<file path="src/rtl/register_tree_pkg.sv">
// Shared types for the register_tree replace-interface driver: key type,
// driver FSM state encoding and a helper that sizes the settle timer.
package register_tree_pkg;

  localparam int RT_DATA_WIDTH = 32;

  typedef enum logic [1:0] {
    INIT   = 2'd0,
    IDLE   = 2'd1,
    PULSE  = 2'd2,
    SETTLE = 2'd3
  } rt_drv_state_t;

  typedef logic [RT_DATA_WIDTH-1:0] rt_key_t;

  // Bits needed to hold a settle count of 0..settle; never narrower than 1.
  function automatic int rt_timer_width(input int settle);
    if (settle < 2) begin
      return 1;
    end
    return $clog2(settle + 1);
  endfunction

endpackage

</file>
<file path="src/rtl/rt_settle_timer.sv">
// Loadable down-counter that paces the driver FSM. It restarts from
// RESET_VALUE on reset (tree power-up settle) or from value_i on load
// (post-replace settle). done_o flags that the count expires at the coming
// edge, so a FSM leaving on done_o spends exactly the programmed cycles.
module rt_settle_timer
  import register_tree_pkg::*;
#(
  parameter int               WIDTH       = 2,
  parameter logic [WIDTH-1:0] RESET_VALUE = '0
) (
  input  logic             clk_i,
  input  logic             rst_ni,
  input  logic             load_i,
  input  logic [WIDTH-1:0] value_i,
  output logic             done_o
);

  logic [WIDTH-1:0] count_q;
  logic [WIDTH-1:0] count_d;

  // Load has priority; otherwise count down and park at zero.
  always_comb begin
    count_d = count_q;
    if (load_i) begin
      count_d = value_i;
    end else if (count_q != '0) begin
      count_d = count_q - WIDTH'(1);
    end
  end

  // Counter register, restarting the power-up settle on reset.
  always_ff @(posedge clk_i or negedge rst_ni) begin
    if (!rst_ni) begin
      count_q <= RESET_VALUE;
    end else begin
      count_q <= count_d;
    end
  end

  assign done_o = (count_q <= WIDTH'(1));

endmodule

</file>
<file path="src/rtl/register_tree_driver.sv">
// Initiator for the register_tree replace port. Accepts keys on a
// valid/ready stream, fires one-cycle replace pulses spaced so the tree top
// has settled before it is sampled again, and hands back each popped top on
// a one-entry valid/ready result buffer.
module register_tree_driver
  import register_tree_pkg::*;
#(
  parameter int QUEUE_SIZE    = 8,
  parameter int DATA_WIDTH    = RT_DATA_WIDTH,
  parameter int SETTLE_CYCLES = $clog2(QUEUE_SIZE),
  parameter int COUNT_WIDTH   = 16
) (
  input  logic                   CLK,
  input  logic                   RSTn,
  input  logic                   s_valid,
  output logic                   s_ready,
  input  logic [DATA_WIDTH-1:0]  s_data,
  output logic                   m_valid,
  input  logic                   m_ready,
  output logic [DATA_WIDTH-1:0]  m_data,
  output logic                   o_replace,
  output logic [DATA_WIDTH-1:0]  o_new_data,
  input  logic [DATA_WIDTH-1:0]  i_top,
  output logic                   o_top_valid,
  output logic [COUNT_WIDTH-1:0] o_op_count
);

  localparam int                     TIMER_WIDTH  = rt_timer_width(SETTLE_CYCLES);
  localparam logic [TIMER_WIDTH-1:0] SETTLE_VALUE = TIMER_WIDTH'(SETTLE_CYCLES);

  rt_drv_state_t          state_q;
  rt_drv_state_t          state_d;
  logic                   m_valid_q;
  logic                   m_valid_d;
  logic [DATA_WIDTH-1:0]  m_data_q;
  logic [DATA_WIDTH-1:0]  m_data_d;
  logic                   replace_q;
  logic                   replace_d;
  logic [DATA_WIDTH-1:0]  new_data_q;
  logic [DATA_WIDTH-1:0]  new_data_d;
  logic [COUNT_WIDTH-1:0] op_count_q;
  logic [COUNT_WIDTH-1:0] op_count_d;

  logic in_idle;
  logic accept;
  logic timer_done;

  // Keys are only taken in IDLE and only when the result slot can be freed,
  // so a stalled consumer freezes the tree top.
  assign in_idle = (state_q == IDLE);
  assign s_ready = in_idle && (!m_valid_q || m_ready);
  assign accept  = s_valid && s_ready;

  // One timer paces both the post-reset wait and the post-replace settle.
  rt_settle_timer #(
    .WIDTH       (TIMER_WIDTH),
    .RESET_VALUE (SETTLE_VALUE)
  ) u_settle_timer (
    .clk_i   (CLK),
    .rst_ni  (RSTn),
    .load_i  (accept),
    .value_i (SETTLE_VALUE),
    .done_o  (timer_done)
  );

  // Sequencing: wait for tree settle, accept, pulse once, settle again.
  always_comb begin
    state_d = state_q;
    case (state_q)
      INIT:    if (timer_done) state_d = IDLE;
      IDLE:    if (accept)     state_d = PULSE;
      PULSE:                   state_d = SETTLE;
      SETTLE:  if (timer_done) state_d = IDLE;
      default:                 state_d = INIT;
    endcase
  end

  // Datapath next values: an accept captures the outgoing top, launches the
  // new key and bumps the op counter; otherwise values hold, except the
  // result slot empties once the consumer takes it.
  always_comb begin
    m_valid_d  = m_valid_q;
    m_data_d   = m_data_q;
    replace_d  = 1'b0;
    new_data_d = new_data_q;
    op_count_d = op_count_q;
    if (accept) begin
      m_valid_d  = 1'b1;
      m_data_d   = i_top;
      replace_d  = 1'b1;
      new_data_d = s_data;
      op_count_d = op_count_q + COUNT_WIDTH'(1);
    end else if (m_ready) begin
      m_valid_d  = 1'b0;
    end
  end

  // State and datapath registers; reset drops any pending result.
  always_ff @(posedge CLK or negedge RSTn) begin
    if (!RSTn) begin
      state_q    <= INIT;
      m_valid_q  <= 1'b0;
      m_data_q   <= '0;
      replace_q  <= 1'b0;
      new_data_q <= '0;
      op_count_q <= '0;
    end else begin
      state_q    <= state_d;
      m_valid_q  <= m_valid_d;
      m_data_q   <= m_data_d;
      replace_q  <= replace_d;
      new_data_q <= new_data_d;
      op_count_q <= op_count_d;
    end
  end

  assign m_valid     = m_valid_q;
  assign m_data      = m_data_q;
  assign o_replace   = replace_q;
  assign o_new_data  = new_data_q;
  assign o_op_count  = op_count_q;
  assign o_top_valid = in_idle;

endmodule

</file>
<file path="config.mk">
export PLATFORM = sky130hd
export DESIGN_NAME = register_tree_driver
export DESIGN_NICKNAME = d
export VERILOG_FILES = /design/src/rtl/register_tree_pkg.sv /design/src/rtl/rt_settle_timer.sv /design/src/rtl/register_tree_driver.sv
export SDC_FILE = /design/constraint.sdc
export NUM_CORES = 1
export LEC_CHECK = 0
export CORE_MARGIN = 5
export CORE_UTILIZATION = 29
export CTS_CLUSTER_DIAMETER = 100
export DETAILED_ROUTE_END_ITERATION = 6
export PLACE_DENSITY = 0.57
export SYNTH_ARGS = -nofsm -noshare
export SYNTH_HDL_FRONTEND = slang
export SYNTH_HIERARCHICAL = 1
export SYNTH_SLANG_ARGS = --single-unit
</file>
<file path="constraint.sdc">
create_clock -name CLK -period 4.7 [get_ports CLK]
set_clock_uncertainty 0.15 [all_clocks]
set_input_delay 0.94 -clock CLK [delete_from_list [all_inputs] [get_ports CLK]]
set_output_delay 0.94 -clock CLK [all_outputs]
set_load 0.05 [all_outputs]
</file>
==> Yosys cells after proc, flatten, opt, wreduce, memory -nomap -nowiden <==
Index checks and enable logic that the tools add are counted.
{ "word_totals": {"ff_bits": 86, "input_bits": 68, "output_inout_bits": 84, "wordCells": 33} }
{ "op_classes": {"addsub": 2, "order_cmp": 1, "n_eq_ne": 5, "muxes": 8, "reduce_logical": 10} }
{ "ops": {"columns": ["cell", "count"], "rows": [
  ["16-bit by 1-bit adder with 16-bit output (second input constant)", 1],
  ["2-bit 2-to-1 mux", 4],
  ["2-bit case mux with 3 select lines", 1],
  ["2-bit nonzero test", 3],
  ["2-bit equality test (second input constant)", 2],
  ["2-bit by 1-bit inequality test with 1-bit output (second input constant)", 2],
  ["1-bit 2-to-1 mux", 3],
  ["2-bit by 1-bit equality test with 1-bit output (second input constant)", 1],
  ["2-bit by 1-bit less-or-equal comparator with 1-bit output (second input constant)", 1],
  ["1-bit logical AND", 2],
  ["2-bit logical NOT", 1],
  ["2-bit AND reduction", 1],
  ["2-bit OR reduction", 1],
  ["2-bit by 1-bit subtractor with 2-bit output (second input constant)", 1],
  ["1-bit logical NOT", 1],
  ["1-bit logical OR", 1]
]} }

==> Logic depth before layout (Yosys ltp) <==
Gate-level depths: netlist of run 1.
{ "depth": {"ltp_word": 6, "ltp_mapped": 8, "mapped_depth_nobuf": 6} }

==> Hierarchy <==
Netlist of run 1, hierarchy kept.
{ "by_module_without_submodules": {"columns": ["module", "instances", "cells_per_inst", "area_per_inst_um2", "seq_area_each_um2"], "rows": [
  ["register_tree_driver", 1, 353, 3320.7, 2102.0],
  ["rt_settle_timer", 1, 14, 140.1, 52.6]
]} }

==> Least setup slack after synthesis of run 1 <==
OpenSTA, ideal clock, no wires.
{ "synth_timing": {"kind": "register -> output", "startpoint": "register state_q[1]", "endpoint": "output s_ready", "arrival_time_ps": 1791, "t_required_ps": 3610, "path_slack_ps": 1819, "stages_incl_launch_ff": 5, "path_buffers": 0, "cell_sequence": "dfrtp_1 inv_1 ha_1 inv_1 nor2_1"} }
{ "synth_between": {"elab_chain_len": 2} }
{ "synth_rtl": {"columns": ["element", "line", "source"], "rows": [
  ["from (decl)", "register_tree_driver.sv:31", "rt_drv_state_t state_q;"],
  ["from (signal assigned)", "register_tree_driver.sv:108", "state_q <= state_d;"],
  ["2-bit by 1-bit equality test with 1-bit output", "register_tree_driver.sv:50", "assign in_idle = (state_q == IDLE);"],
  ["net o_top_valid", "register_tree_driver.sv:24", "output logic o_top_valid,"],
  ["1-bit logical AND", "register_tree_driver.sv:51", "assign s_ready = in_idle && (!m_valid_q || m_ready);"],
  ["to (decl)", "register_tree_driver.sv:16", "output logic s_ready,"]
]} }
The timed path passes the listed nets, and every way through them passes these cells.

==> Worst setup path after layout of run 1 <==
{ "layout_timing": {"startpoint": "input m_ready", "endpoint": "output s_ready"} }
{ "layout_between": {"elab_chain_len": 2} }
{ "layout_rtl": {"columns": ["element", "line", "source"], "rows": [
  ["from (decl)", "register_tree_driver.sv:19", "input logic m_ready,"],
  ["1-bit logical OR", "register_tree_driver.sv:51", null],
  ["1-bit logical AND", "register_tree_driver.sv:51", null]
]} }
Every way passes these cells.

==> metrics.txt, run 1 <==
outcome=completed; DR WL/cell=around 13 um; GRT overflow=0; Yosys reg bits=86; TritonRoute pass-1 iters=4; clk root buf=clkbuf_16; hold buffer count at CTS=0; critical path, cell by cell=clkdlybuf4s50_1, and2b_4, nor2_1, clkdlybuf4s50_1; initial antenna violation count=0; worst IR drop on VDD=0.000288 V; Final Hold Vio Count=0; synth top area cells=dfrtp_1 (61%), nand2_1 (22%), xnor2_1 (2.8%), ha_1 (1.8%), dfstp_2 (1.5%); r2r worst-path depth=7; WHS=323 ps; R2R Setup Slk=2430 ps; synthesized area=3460 um^2; Tmin final=3600 ps; crit path buf inv count=2; crit path launch type=input pin; number of global-route vias before repair=2,918; leakage=about 2.6 nW; first-pass GRT wire length=14.8 mm; Worst R2R End=m_data[20]$_DFFE_PN0P_; sink of the worst hold path=m_data[11]$_DFFE_PN0P_; Setup TNS=0 ps; Via density=4.34; # fillers=around 1,200; sequential share of the synthesized area=just over 60%; CTS tree=done; Starting Density=29.2%; clk sinks=86; hold depth=2; cells after synthesis=about 370; max-cap violations=0; TritonCTS buffer count=9; Global Route Usage Sum=between 10% and 20%; Post-CTS Setup Bufs=0; Final HPWL DP=6.26 mm; IO Port Bufs=about 150; Clk Latency, worst-skew pair=330 ps; total core area=11,900 um^2; worst-margin pin slew=1090 ps; WL final=9.04 mm; endpoints failing setup=0; max_slew headroom=27.6%; Die Ht=119 um; CTS H-tree depth=3; DRC=0; final clock period utilization by the worst path=76.6%; Top Ports=between 150 and 200; Critical-path top delay cell=clkdlybuf4s50_1; P per Cell Area=between 700 and 800 nW/um^2; top-area cell type share of the netlist area=about 60%; RSZ-0062 raised after global routing=false; Most common cell on crit path=clkdlybuf4s50_1; routed via count=2,909; area grow syn2layout=56.9%; Site Rows=40; CP top delay family=buffers and inverters; largest net degree at the start of global routing=87; 1st-iter DRT viols=165; nets=~590; reg2reg start=state_q[1]$_DFFE_PN0P_; Largest stage delay, worst path=800 ps; die width=roughly 120 um; Critical Path RT=3610 ps; Critical Path Fanout Max=3; ANT nets after route=0; worst setup path class=input pin to primary output; Worst EP arrival=2510 ps; share of cells above drive strength 1=5.35%; Max Transition Viols Final=0; CP Capture Type=primary output; Clock Path Buffers=2; Max Freq=0.278 GHz; Synth Warn #=6; Post-CTS Resized=0; Distinct cells, synth=31; hold path start=m_data[11]$_DFFE_PN0P_; Syn Area/Cell=9.43 um^2; Die ar.=around 14,000 um^2; ANT cells=0; worst hold path class=flip-flop to flip-flop; Clock Pin Slew Worst Setup and Hold Paths=60 ps; GPL Wtd Cong=around 0.71; leading area contributor after synthesis=dfrtp_1
==> cell usage after synthesis <==
library cell,n
nand2_1,201
dfrtp_1,84
xnor2_1,11
nand3_1,9
inv_1,8
buf_2,7
clkbuf_1,7
ha_1,5
xor2_1,5
and3_1,3
dfstp_2,2
nand4_1,2
nor2_1,2
nor3_1,2
nor4_4,2
o21ai_0,2
a21o_1,1
a21oi_1,1
and2b_1,1
and2b_4,1
and4_1,1
conb_1,1
inv_2,1
mux2i_1,1
nand2_2,1
nand2b_1,1
nand3_2,1
nor2b_1,1
o22ai_1,1
o31ai_2,1
or2b_1,1
==> final cells by class <==
type                            count  area (um^2)  area share, %
Sequential cell                    86         2150           39.7
Timing Repair Buffer              153         1520           28.1
Clock inverter                      3         40.0          0.737
Clock buffer                       13          280           5.16
Multi-Input combinational cell    259         1210           22.4
Tap cell                          147          184           3.39
Inverter                            9         33.8          0.622
==> worst max-delay path by stage <==
stage | cells after the start | endpoint | start | slack (ps)
2_1_floorplan | 4 | s_ready | state_q[1]$_DFFE_PN0P_ | 1820
3_3_place_gp | 4 | s_ready | m_ready | 1090
3_5_place_dp | 4 | s_ready | m_ready | 1090
4_1_cts | 4 | s_ready | m_ready | 1090
5_1_grt | 4 | s_ready | m_ready | 1060
6_report | 4 | s_ready | m_ready | 1100
==> where the power goes <==
| group | internal [W] | switching (W) | total, W |
|---|---|---|---|
| combinational | 0.000724 | 0.00153 | 0.00226 |
| sequential | 0.00105 | 0.000173 | 0.00122 |
| clock | 0.000468 | 0.000277 | 0.000745 |
==> worst min-delay path, delay by kind of cell (launching register included) <==
family	cells	cell delay (ps)
flip-flops	1	340
AND/OR/NAND/NOR	2	100
==> cells in the final DEF, fill, tap and decap left out, drive strengths merged <==
cell,synthesis,layout
nand2,202,202
clkdlybuf4s50,0,150
dfrtp,84,84
clkbuf,7,13
xnor2,11,11
nand3,10,10
inv,9,9
xor2,5,5
ha,5,5
and3,3,3
buf,7,3
nor2,2,2
nand4,2,2
nor4,2,2
nor3,2,2
o21ai,2,2
clkinv,0,2
conb,1,2
dfstp,2,2
and2b,2,2
nand2b,1,1
and4,1,1
o22ai,1,1
mux2i,1,1
a21oi,1,1
a21o,1,1
bufinv,0,1
nor2b,1,1
o31ai,1,1
or2b,1,1
==> flip-flops by register name, summed over array words and instances (netlist names) <==
| signal | cells |
|---|---|
| m_data | 32 |
| o_new_data | 32 |
| o_op_count | 16 |
| state_q | 2 |
| u_settle_timer/count_q | 2 |
| m_valid | 1 |
| o_replace | 1 |
==> cells by family (layout without fill, tap and decap cells) <==
| group | after synthesis | after routing | share of synthesized area [%] |
|---|---|---|---|
| AOI/OAI and AO/OA | 6 | 6 | 1.19 |
| adders and majority gates | 5 | 5 | 1.81 |
| other | 1 | 2 | 0.108 |
| and+or+nand+nor | 229 | 229 | 27.5 |
| xor gates and xnor gates | 16 | 16 | 4.05 |
| muxes | 1 | 1 | 0.289 |
| DFF | 86 | 86 | 62.3 |
| buffers and inverters | 23 | 178 | 2.75 |
==> per-layer routing <==
layer | share of wire, % | GRT usage [%] | wire length (um)
met1 | 45 | 16.1 | 4080
met2 | 46 | 20.5 | 4190
met3 | 6.6 | 3.94 | 601
met4 | 1.9 | 5.79 | 171
met5 | 0 | 0 | 0
==> through the flow <==
stage	worst slack [ps]	total power [W]	cells	instance area [um^2]	util [%]
2_1_floorplan	1820	0.00271	368	3460	-
3_3_place_gp	1090	0.00349	654	5110	43.1
3_5_place_dp	1090	0.00352	654	5110	43.1
4_1_cts	1090	0.00430	670	5430	45.8
5_1_grt	1060	0.00447	670	5430	45.8
6_report	1100	0.00422	670	5430	45.8
Note: power is estimated with default switching activity, not from simulation.
==> inputs of run 2 (changes only) <==
- PLACE_DENSITY: 0.57 -> 0.59
- clock period: 4.7 -> 3.3 ns (I/O delays scaled with it)
==> run 2 against run 1 <==
Net effect:
- setup slack got worse by 550 ps
- flip-flop and latch count did not move
- combinational power rose by 43%
- hold slack got worse by 4.0 ps
- first-iteration DRC count fell by 7.3%
- die area did not move
- register-to-register slack got worse by 1300 ps
- final cell count did not move
- total power rose by 40%
- critical path depth fell by 1
- routed wire length rose by 1.5%
- non-clock buffer count rose by 2
- critical path type is now flip-flop to primary output
- largest cell class unchanged
- highest routed layer unchanged
==> metrics.txt, run 2 (synthesized netlist as in run 1, its figures left out) <==
initial antenna violation count=0 (unchanged); share of cells above drive strength 1=5.35% (unchanged); final clock period utilization by the worst path=83.4%; Crit path depth=3 (was 4); Critical Path Fanout Max=5 (was 3); DRC=0 (unchanged); CTS H-tree depth=3 (unchanged); Max Transition Viols Final=0 (unchanged); worst-margin pin slew=1090 ps (about the same); endpoints failing setup=0 (unchanged); Site Rows=40 (unchanged); Area after DPL=5120 um^2 (was 5110 um^2); IO Port Bufs=151 (unchanged); number of global-route vias before repair=3,089 (was 2,918); critical path, cell by cell=inv_1, ha_1, clkdlybuf4s50_1 (was clkdlybuf4s50_1, and2b_4, nor2_1, clkdlybuf4s50_1); Layout Cell Area excl Fill=5400 um^2 (was 5430 um^2); CP startpoint=state_q[1]$_DFFE_PN0P_ (was m_ready); area grow syn2layout=56.0% (was 56.9%); WL final=9.18 mm (was 9.04 mm); ANT nets after route=0 (unchanged); Post-CTS Setup Bufs=0 (unchanged); CP top delay family=buffers and inverters (unchanged); GPL Wtd Cong=0.737 (was 0.705); first-pass GRT wire length=15.4 mm (was 14.8 mm); largest net degree at the start of global routing=87 (unchanged); worst setup path class=flip-flop to primary output (was input pin to primary output); die width=119 um (unchanged); Via density=4.30 (was 4.34); reg2reg start=state_q[1]$_DFFE_PN0P_ (unchanged); Final Hold Vio Count=0 (unchanged); Tmin final=2750 ps; hold depth=2 (unchanged); Global Route Usage Sum=13.5% (was 12.9%); ANT cells=0 (unchanged); RSZ-0062 raised after global routing=false (unchanged); outcome=completed (unchanged); Starting Density=29.2% (unchanged); Final HPWL DP=6.68 mm (was 6.26 mm); clk sinks=86 (unchanged); Critical-path top delay cell=clkdlybuf4s50_1 (unchanged); crit path launch type=flip-flop (was input pin); Largest stage delay, worst path=880 ps (was 800 ps); worst IR drop on VDD=0.000537 V (was 0.000288 V); hold path start=o_new_data[5]$_DFFE_PN0P_ (was m_data[11]$_DFFE_PN0P_); nets=593 (was 591); Post-CTS Resized=0 (unchanged); Clock Path Buffers=2 (unchanged); Die ar.=14,200 um^2 (unchanged); commonest cells after routing, fill and taps aside=nand2_1 (201), clkdlybuf4s50_1 (149), dfrtp_1 (84) (was nand2_1 (201), clkdlybuf4s50_1 (150), dfrtp_1 (84)); max_slew headroom=27.5% (was 27.6%); Worst EP arrival=1940 ps (was 2510 ps); clk root buf=clkbuf_16 (unchanged); routed via count=2,879 (was 2,909); Max Freq=between 0.3 and 0.4 GHz; P per Cell Area=1100 nW/um^2 (was 778 nW/um^2); 1st-iter DRT viols=153 (was 165); leakage=2.61 nW (was 2.63 nW); TritonCTS buffer count=9 (unchanged); hold buffer count at CTS=0 (unchanged); Die Ht=119 um (unchanged); Setup TNS=0 ps (unchanged); Top Ports=152 (unchanged); max-cap violations=0 (unchanged); Clk Latency, worst-skew pair=330 ps (about the same); total core area=11,900 um^2 (unchanged); TritonRoute pass-1 iters=4 (unchanged); worst hold path class=flip-flop to flip-flop (unchanged); GRT overflow=0 (unchanged); commonest non-fill, non-tap cell in the layout=nand2_1 (unchanged); CTS tree=done (unchanged); r2r worst-path depth=7 (unchanged); DR WL/cell=13.7 um (was 13.5 um); CP Capture Type=primary output (unchanged); crit path buf inv count=2 (unchanged); Critical Path RT=2490 ps (was 3610 ps); Clock Pin Slew Worst Setup and Hold Paths=60 ps (about the same)
run 2: cell count changes in the layout (fill, tap and decap cells not counted), sizes merged:
cell / before / now
buf: 3 / 6
bufinv: 1 / 0
clkdlybuf4s50: 150 / 149
clkinv: 2 / 1
run 2: where the power goes:
part	switching, W	internal, W
registers	0.000255	0.00149
logic	0.00219	0.00104
clock network	0.000374	0.000562
total	0.00282	0.00310
run 2: cell type report:
| cell class | instances | area (um^2) |
|---|---|---|
| clock buffers | 13 | 270 |
| clock inverters | 1 | 5.00 |
| fillers | 1172 | 6460 |
| inverters | 9 | 33.8 |
| multi-input cells | 259 | 1210 |
| flip-flops and latches | 86 | 2150 |
| well taps | 147 | 184 |
| repair buffers | 155 | 1540 |
run 2: path summary, 6_finish.rpt:
check	to	slack, ps
setup / recovery	o_top_valid	550
hold / removal	o_new_data[5]$_DFFE_PN0P_	320
setup reg to reg	o_new_data[26]$_DFFE_PN0P_	1120
hold reg to reg	o_new_data[5]$_DFFE_PN0P_	320
max in group asynchronous	m_data[17]$_DFFE_PN0P_	1920
min in group asynchronous	o_op_count[12]$_DFFE_PN0P_	380
run 2: worst register-to-register path, delay by kind of cell, from the launching register on:
| kind | cells | cell delay (ps) |
|---|---|---|
| buf+inv | 3 | 820 |
| fa+ha+maj | 1 | 280 |
| simple gates | 3 | 490 |
| flops | 1 | 370 |
run 2: per-layer routing:
layer | part of all wire, % | vias up | GRT usage, %
li1 | - | 1429 | -
met1 | 41 | 1345 | 15.5
met2 | 50 | 91 | 22.6
met3 | 6.9 | 14 | 5.13
met4 | 2.1 | 0 | 5.43
met5 | 0 | - | 0
run 2: per-stage QoR:
stage	setup slack [ps]	util (%)	power [W]	cells	hold WS, ps
global placement	582	43.2	0.00498	656	308
floorplan	699	-	0.00386	368	214
finish	548	45.5	0.00591	670	319
global route	433	45.5	0.00627	670	341
detailed placement	551	43.2	0.00504	656	311
CTS	503	45.5	0.00601	670	326
